`config.mk`:
```
export PLATFORM = sky130hd
export DESIGN_NAME = sr_pulse_driver
export DESIGN_NICKNAME = d
export VERILOG_FILES = /design/src/rtl/sr_pulse_driver.sv
export SDC_FILE = /design/constraint.sdc
export NUM_CORES = 1
export LEC_CHECK = 0
export BUFFER_PORTS_ARGS = -buffer_cell sky130_fd_sc_hd__buf_4
export CAP_MARGIN = 10
export CORE_MARGIN = 4
export CORE_UTILIZATION = 51
export CTS_CLUSTER_SIZE = 14
export DETAILED_ROUTE_END_ITERATION = 8
export PLACE_DENSITY = 0.69
export SLEW_MARGIN = 15
export SYNTH_ARGS = -nofsm -noshare
export SYNTH_HDL_FRONTEND = slang
export SYNTH_SLANG_ARGS = --single-unit
```
`constraint.sdc`:
```
create_clock -name clk -period 1.4 [get_ports clk]
set_input_delay 0.07 -clock clk [delete_from_list [all_inputs] [get_ports clk]]
set_output_delay 0.07 -clock clk [all_outputs]
set_load 0.01 [all_outputs]
```
`src/rtl/sr_pulse_driver.sv`:
```
// Debounced set/reset buttons -> mutually exclusive, gapped S/R pulses for the sr_latch.
// Latency: stable raw at edge k -> level at k+DEBOUNCE_CYCLES+1, pulse at k+DEBOUNCE_CYCLES+2; no backpressure, one request held per channel.
module sr_pulse_driver #(
  parameter int unsigned DEBOUNCE_CYCLES = 4,
  parameter int unsigned PULSE_LEN       = 1,
  parameter bit          RESET_PRIORITY  = 1'b1
) (
  input  logic clk,
  input  logic rst_n,
  input  logic set_raw,
  input  logic reset_raw,
  output logic S,
  output logic R,
  output logic busy,
  output logic set_level,
  output logic reset_level
);

  localparam int unsigned     CW      = $clog2(DEBOUNCE_CYCLES);
  localparam logic [CW-1:0]   DB_LAST = CW'(DEBOUNCE_CYCLES - 1);
  localparam logic [7:0]      PL_LAST = 8'(PULSE_LEN - 1);

  typedef enum logic [1:0] {
    IDLE  = 2'd0,
    SET_P = 2'd1,
    RST_P = 2'd2,
    GAP   = 2'd3
  } state_e;

  // Channel index 0 is set, 1 is reset throughout.
  logic [1:0]    raw;
  logic [1:0]    sync1_q, sync1_d;
  logic [1:0]    sync2_q, sync2_d;
  logic [1:0]    lvl_q, lvl_d;
  logic [1:0]    lvl_dly_q, lvl_dly_d;
  logic [CW-1:0] cnt_q [2];
  logic [CW-1:0] cnt_d [2];
  logic [1:0]    rise;
  logic [1:0]    req;
  logic [1:0]    pend_q, pend_d;
  logic          pick_set, pick_rst;
  logic          start_set, start_rst;
  state_e        state_q, state_d;
  logic [7:0]    plen_q, plen_d;
  logic          s_q, s_d;
  logic          r_q, r_d;

  assign raw = {reset_raw, set_raw};

  always_comb begin
    sync1_d = raw;
    sync2_d = sync1_q;
    lvl_d   = lvl_q;
    for (int i = 0; i < 2; i++) begin
      cnt_d[i] = '0;
      if (sync2_q[i] != lvl_q[i]) begin
        if (cnt_q[i] == DB_LAST) begin
          lvl_d[i] = sync2_q[i];
        end else begin
          cnt_d[i] = cnt_q[i] + 1'b1;
        end
      end
    end
    lvl_dly_d = lvl_q;
  end

  assign rise = lvl_q & ~lvl_dly_q;

  // A rise in the current cycle counts as a request so an idle FSM reacts without a pending-flag delay.
  assign req      = pend_q | rise;
  assign pick_rst = req[1] & (RESET_PRIORITY | ~req[0]);
  assign pick_set = req[0] & ~pick_rst;

  always_comb begin
    state_d   = state_q;
    plen_d    = plen_q;
    start_set = 1'b0;
    start_rst = 1'b0;
    case (state_q)
      IDLE, GAP: begin
        plen_d = '0;
        if (pick_rst) begin
          state_d   = RST_P;
          start_rst = 1'b1;
        end else if (pick_set) begin
          state_d   = SET_P;
          start_set = 1'b1;
        end else begin
          state_d = IDLE;
        end
      end
      SET_P, RST_P: begin
        if (plen_q == PL_LAST) begin
          state_d = GAP;
          plen_d  = '0;
        end else begin
          plen_d = plen_q + 8'd1;
        end
      end
      default: begin
        state_d = IDLE;
        plen_d  = '0;
      end
    endcase
    pend_d = req & ~{start_rst, start_set};
    s_d    = (state_d == SET_P);
    r_d    = (state_d == RST_P);
  end

  always_ff @(posedge clk or negedge rst_n) begin
    if (!rst_n) begin
      sync1_q   <= '0;
      sync2_q   <= '0;
      lvl_q     <= '0;
      lvl_dly_q <= '0;
      cnt_q[0]  <= '0;
      cnt_q[1]  <= '0;
      pend_q    <= '0;
      state_q   <= IDLE;
      plen_q    <= '0;
      s_q       <= 1'b0;
      r_q       <= 1'b0;
    end else begin
      sync1_q   <= sync1_d;
      sync2_q   <= sync2_d;
      lvl_q     <= lvl_d;
      lvl_dly_q <= lvl_dly_d;
      cnt_q[0]  <= cnt_d[0];
      cnt_q[1]  <= cnt_d[1];
      pend_q    <= pend_d;
      state_q   <= state_d;
      plen_q    <= plen_d;
      s_q       <= s_d;
      r_q       <= r_d;
    end
  end

  assign S           = s_q;
  assign R           = r_q;
  assign busy        = (state_q != IDLE);
  assign set_level   = lvl_q[0];
  assign reset_level = lvl_q[1];

endmodule

```
==> impl_metrics.env <==
export IMPL_coreArea_sq_um=1982
export IMPL_syn_avg_cell_area_sq_um=12.18
export IMPL_die_area_sq_um=2900
export IMPL_cts_root_buf="clkbuf_4"
export IMPL_crit_arrival_ns=1.56
export IMPL_syn_inst=88
export IMPL_ant_nets=0
export IMPL_peakVddDrop_mv=1.032
export IMPL_yosysMostFrequentCell="dfrtp_1"
export IMPL_holdWs_ns=0.1644
export IMPL_power_density_nw_per_um2=1803
export IMPL_cts_clk_slew_worst_paths_ns=0.14
export IMPL_initial_core_util=0.5410
export IMPL_utilization=0.6648
export IMPL_synth_edf_count=0
export IMPL_maxSlewHeadroom=0.7365
export IMPL_final_nets=119
export IMPL_grt_use_total=0.1447
export IMPL_synthTopCellsByCount="dfrtp_1 (26), inv_1 (10), nor2_1 (7)"
export IMPL_power_total_mw=2.375
export IMPL_endpoint_kind="flip-flop"
export IMPL_vias=693
export IMPL_yosysWarnings=0
export IMPL_cts_made_buffers=3
export IMPL_maxSlewViolCount=0
export IMPL_finalCritPeriodShare=0.9487
export IMPL_synth_seq_cells=26
export IMPL_port_buffers=8
export IMPL_critPathRequiredTime_ns=1.64
export IMPL_grt_overflow=0
export IMPL_synth_top_area_frac=0.6068
export IMPL_met1_usage=0.1821
export IMPL_skew_ns=0.008381
export IMPL_setup_tns_final_ns=0
export IMPL_pre_cts_ws_ns=-0.007838
export IMPL_finalSetupViolCount=0
export IMPL_grt_pass1_wl_mm=2.911
export IMPL_synth_top_cells_by_area="dfrtp_1 (61%), ha_1 (5.8%), inv_1 (3.5%)"
export IMPL_critPathLaunchType="flip-flop"
export IMPL_worstMarginPinSlew_ns=0.3952
export IMPL_dieHeight_um=53.86
export IMPL_synth_cell_types=25
export IMPL_grt_pass1_vias=665
export IMPL_top_usage_layer="met2"
export IMPL_antenna_found_initial=0
export IMPL_synthFlopType="dfrtp_1"
export IMPL_final_setup_worst_slack_ns=0.07189
export IMPL_max_freq_mhz=752.9
export IMPL_power_leakage_nw=0.6033
export IMPL_drt_initial_drc_count=8
export IMPL_slowest_delay_ns=0.37
export IMPL_synth_seq_area_share=0.6068
export IMPL_die_w_um=53.86
export IMPL_boundaryPins=9
export IMPL_wl_mm=1.723
export IMPL_hp_class="primary input to asynchronous set/reset pin"
export IMPL_area_delta_synth_final_pct=22.87
export IMPL_crit_type="flip-flop to flip-flop"
export IMPL_drc=0
export IMPL_post_route_min_period_ns=1.328
export IMPL_crit_path_cell_trace="inv_1 > ha_4 > inv_2 > a31o_4 > o32ai_1"
export IMPL_wire_per_inst_um=12.67
export IMPL_gp_congestion=0.6997
export IMPL_fp_row_count=16
export IMPL_clock_latency_ns=0.32
export IMPL_synthArstFlopShare=1.000
export IMPL_crit_slowest_cell="dfrtp_1"
export IMPL_htreeDepth=1
export IMPL_cts_tree="built"
export IMPL_drtPass1Iterations=2
export IMPL_syn_area_sq_um=1072
export IMPL_place_hpwl_mm=1.212
export IMPL_crit_fanout=10
export IMPL_vias_per_cell=5.096
export IMPL_hold_violations=0
export IMPL_grt_met3_usage=0.02770
export IMPL_grt_max_degree=27
export IMPL_clk_path_buf_depth=2
export IMPL_clock_sinks=26
export IMPL_status="finished, final reports clean"
export IMPL_antenna_cells=0
export IMPL_worstRegToRegCells=5
export IMPL_maxCapViolCount=0
export IMPL_rsz0062_at_grt="no"
export IMPL_met2_usage=0.2339
export IMPL_drive_gt1_frac=0.2661
export IMPL_synth_nets=97
export IMPL_synth_top_area_cell="dfrtp_1"
## layout make-up
cell class,instances,area (sq um)
Timing Repair Buffer,18,142.6
Sequential cell,26,650.6
Clock inverter,1,30.03
Tap cell,27,33.78
Multi-Input combinational cell,51,400.4
Fill cell,152,664.4
Clock buffer,3,22.52
Inverter,10,37.54
## final timing paths
path,start,end,slack [ns]
min in group clk,sync1_q[0]$_DFF_PN0_,sync2_q[0]$_DFF_PN0_,0.38
min reg2reg,sync1_q[0]$_DFF_PN0_,sync2_q[0]$_DFF_PN0_,0.38
max reg2reg,state_q[1]$_DFF_PN0_,R$_DFF_PN0_,0.07
max in group asynchronous,rst_n,sync2_q[0]$_DFF_PN0_,0.99
min,rst_n,plen_q[7]$_DFF_PN0_,0.16
max,state_q[1]$_DFF_PN0_,R$_DFF_PN0_,0.07
## state kept, by name, summed over array words and instances, names as in the netlist
register / flops
pend_q: 2
lvl_dly_d: 2
lvl_dly_q: 2
R: 1
sync2_q: 2
cnt_q: 4
sync1_q: 2
plen_q: 8
S: 1
state_q: 2
## worst max-delay path: cells and delay by family, from the launching register on
kind                       cells  cell delay, ns
AOI/OAI and AO/OA              2            0.48
adders and majority gates      1            0.28
DFF                            1            0.37
buffers and inverters          2            0.12
## per-stage QoR
stage	cell area [sq um]	std cells
after floorplan	1072	88
after global placement	1200	128
after detailed placement	1200	128
after CTS	1299	136
after global routing	1318	136
final	1318	136
## routing by layer
metal  vias to the layer above  part of all wire  wire [um]
li1                        341                 -          -
met5                         -                 0          0
met1                       343              0.47        806
met2                         7              0.49        849
met4                         0            0.0070         12
met3                         2             0.031         54
## placed cells by master, fill, tap and decap left out, drive strengths merged
cell          n
dfrtp        26
buf          15
inv          10
nor2          7
a21oi         5
ha            5
nand3         4
o21ai         3
or3           3
xnor2         3
clkbuf        3
dlygate4sd3   3
a2bb2oi       2
nand2         2
xor2          2
nor3          2
o32ai         2
nor2b         2
mux2          2
nor4          1
a31o          1
nand2b        1
a221o         1
nand4         1
and2          1
a21o          1
bufinv        1
## kinds of logic (layout without fill, tap and decap cells)
| family | count (synthesis) | count (layout) | share of synthesized area |
|---|---|---|---|
| flip-flops | 26 | 26 | 0.6068 |
| AND/OR/NAND/NOR | 24 | 24 | 0.1179 |
| AO/OA/AOI/OAI | 15 | 15 | 0.1097 |
| buffers and inverters | 11 | 32 | 0.04551 |
| adder cells (fa/ha/maj) | 5 | 5 | 0.05834 |
| XOR/XNOR | 5 | 5 | 0.04085 |
| multiplexers | 2 | 2 | 0.02100 |
## power by group
group / switching (mW) / internal, mW
logic: 0.391 / 0.443
clock network: 0.218 / 0.289
registers: 0.102 / 0.932
## repair_timing
item                                    in CTS  in global routing
endpoints found under the setup margin       3                  3
endpoints found under the hold margin       28                  0
hold buffers                                 3                  0
setup buffers                                1                  0
gates resized for setup                      1                  2
Power figures use the tool's default switching activity.
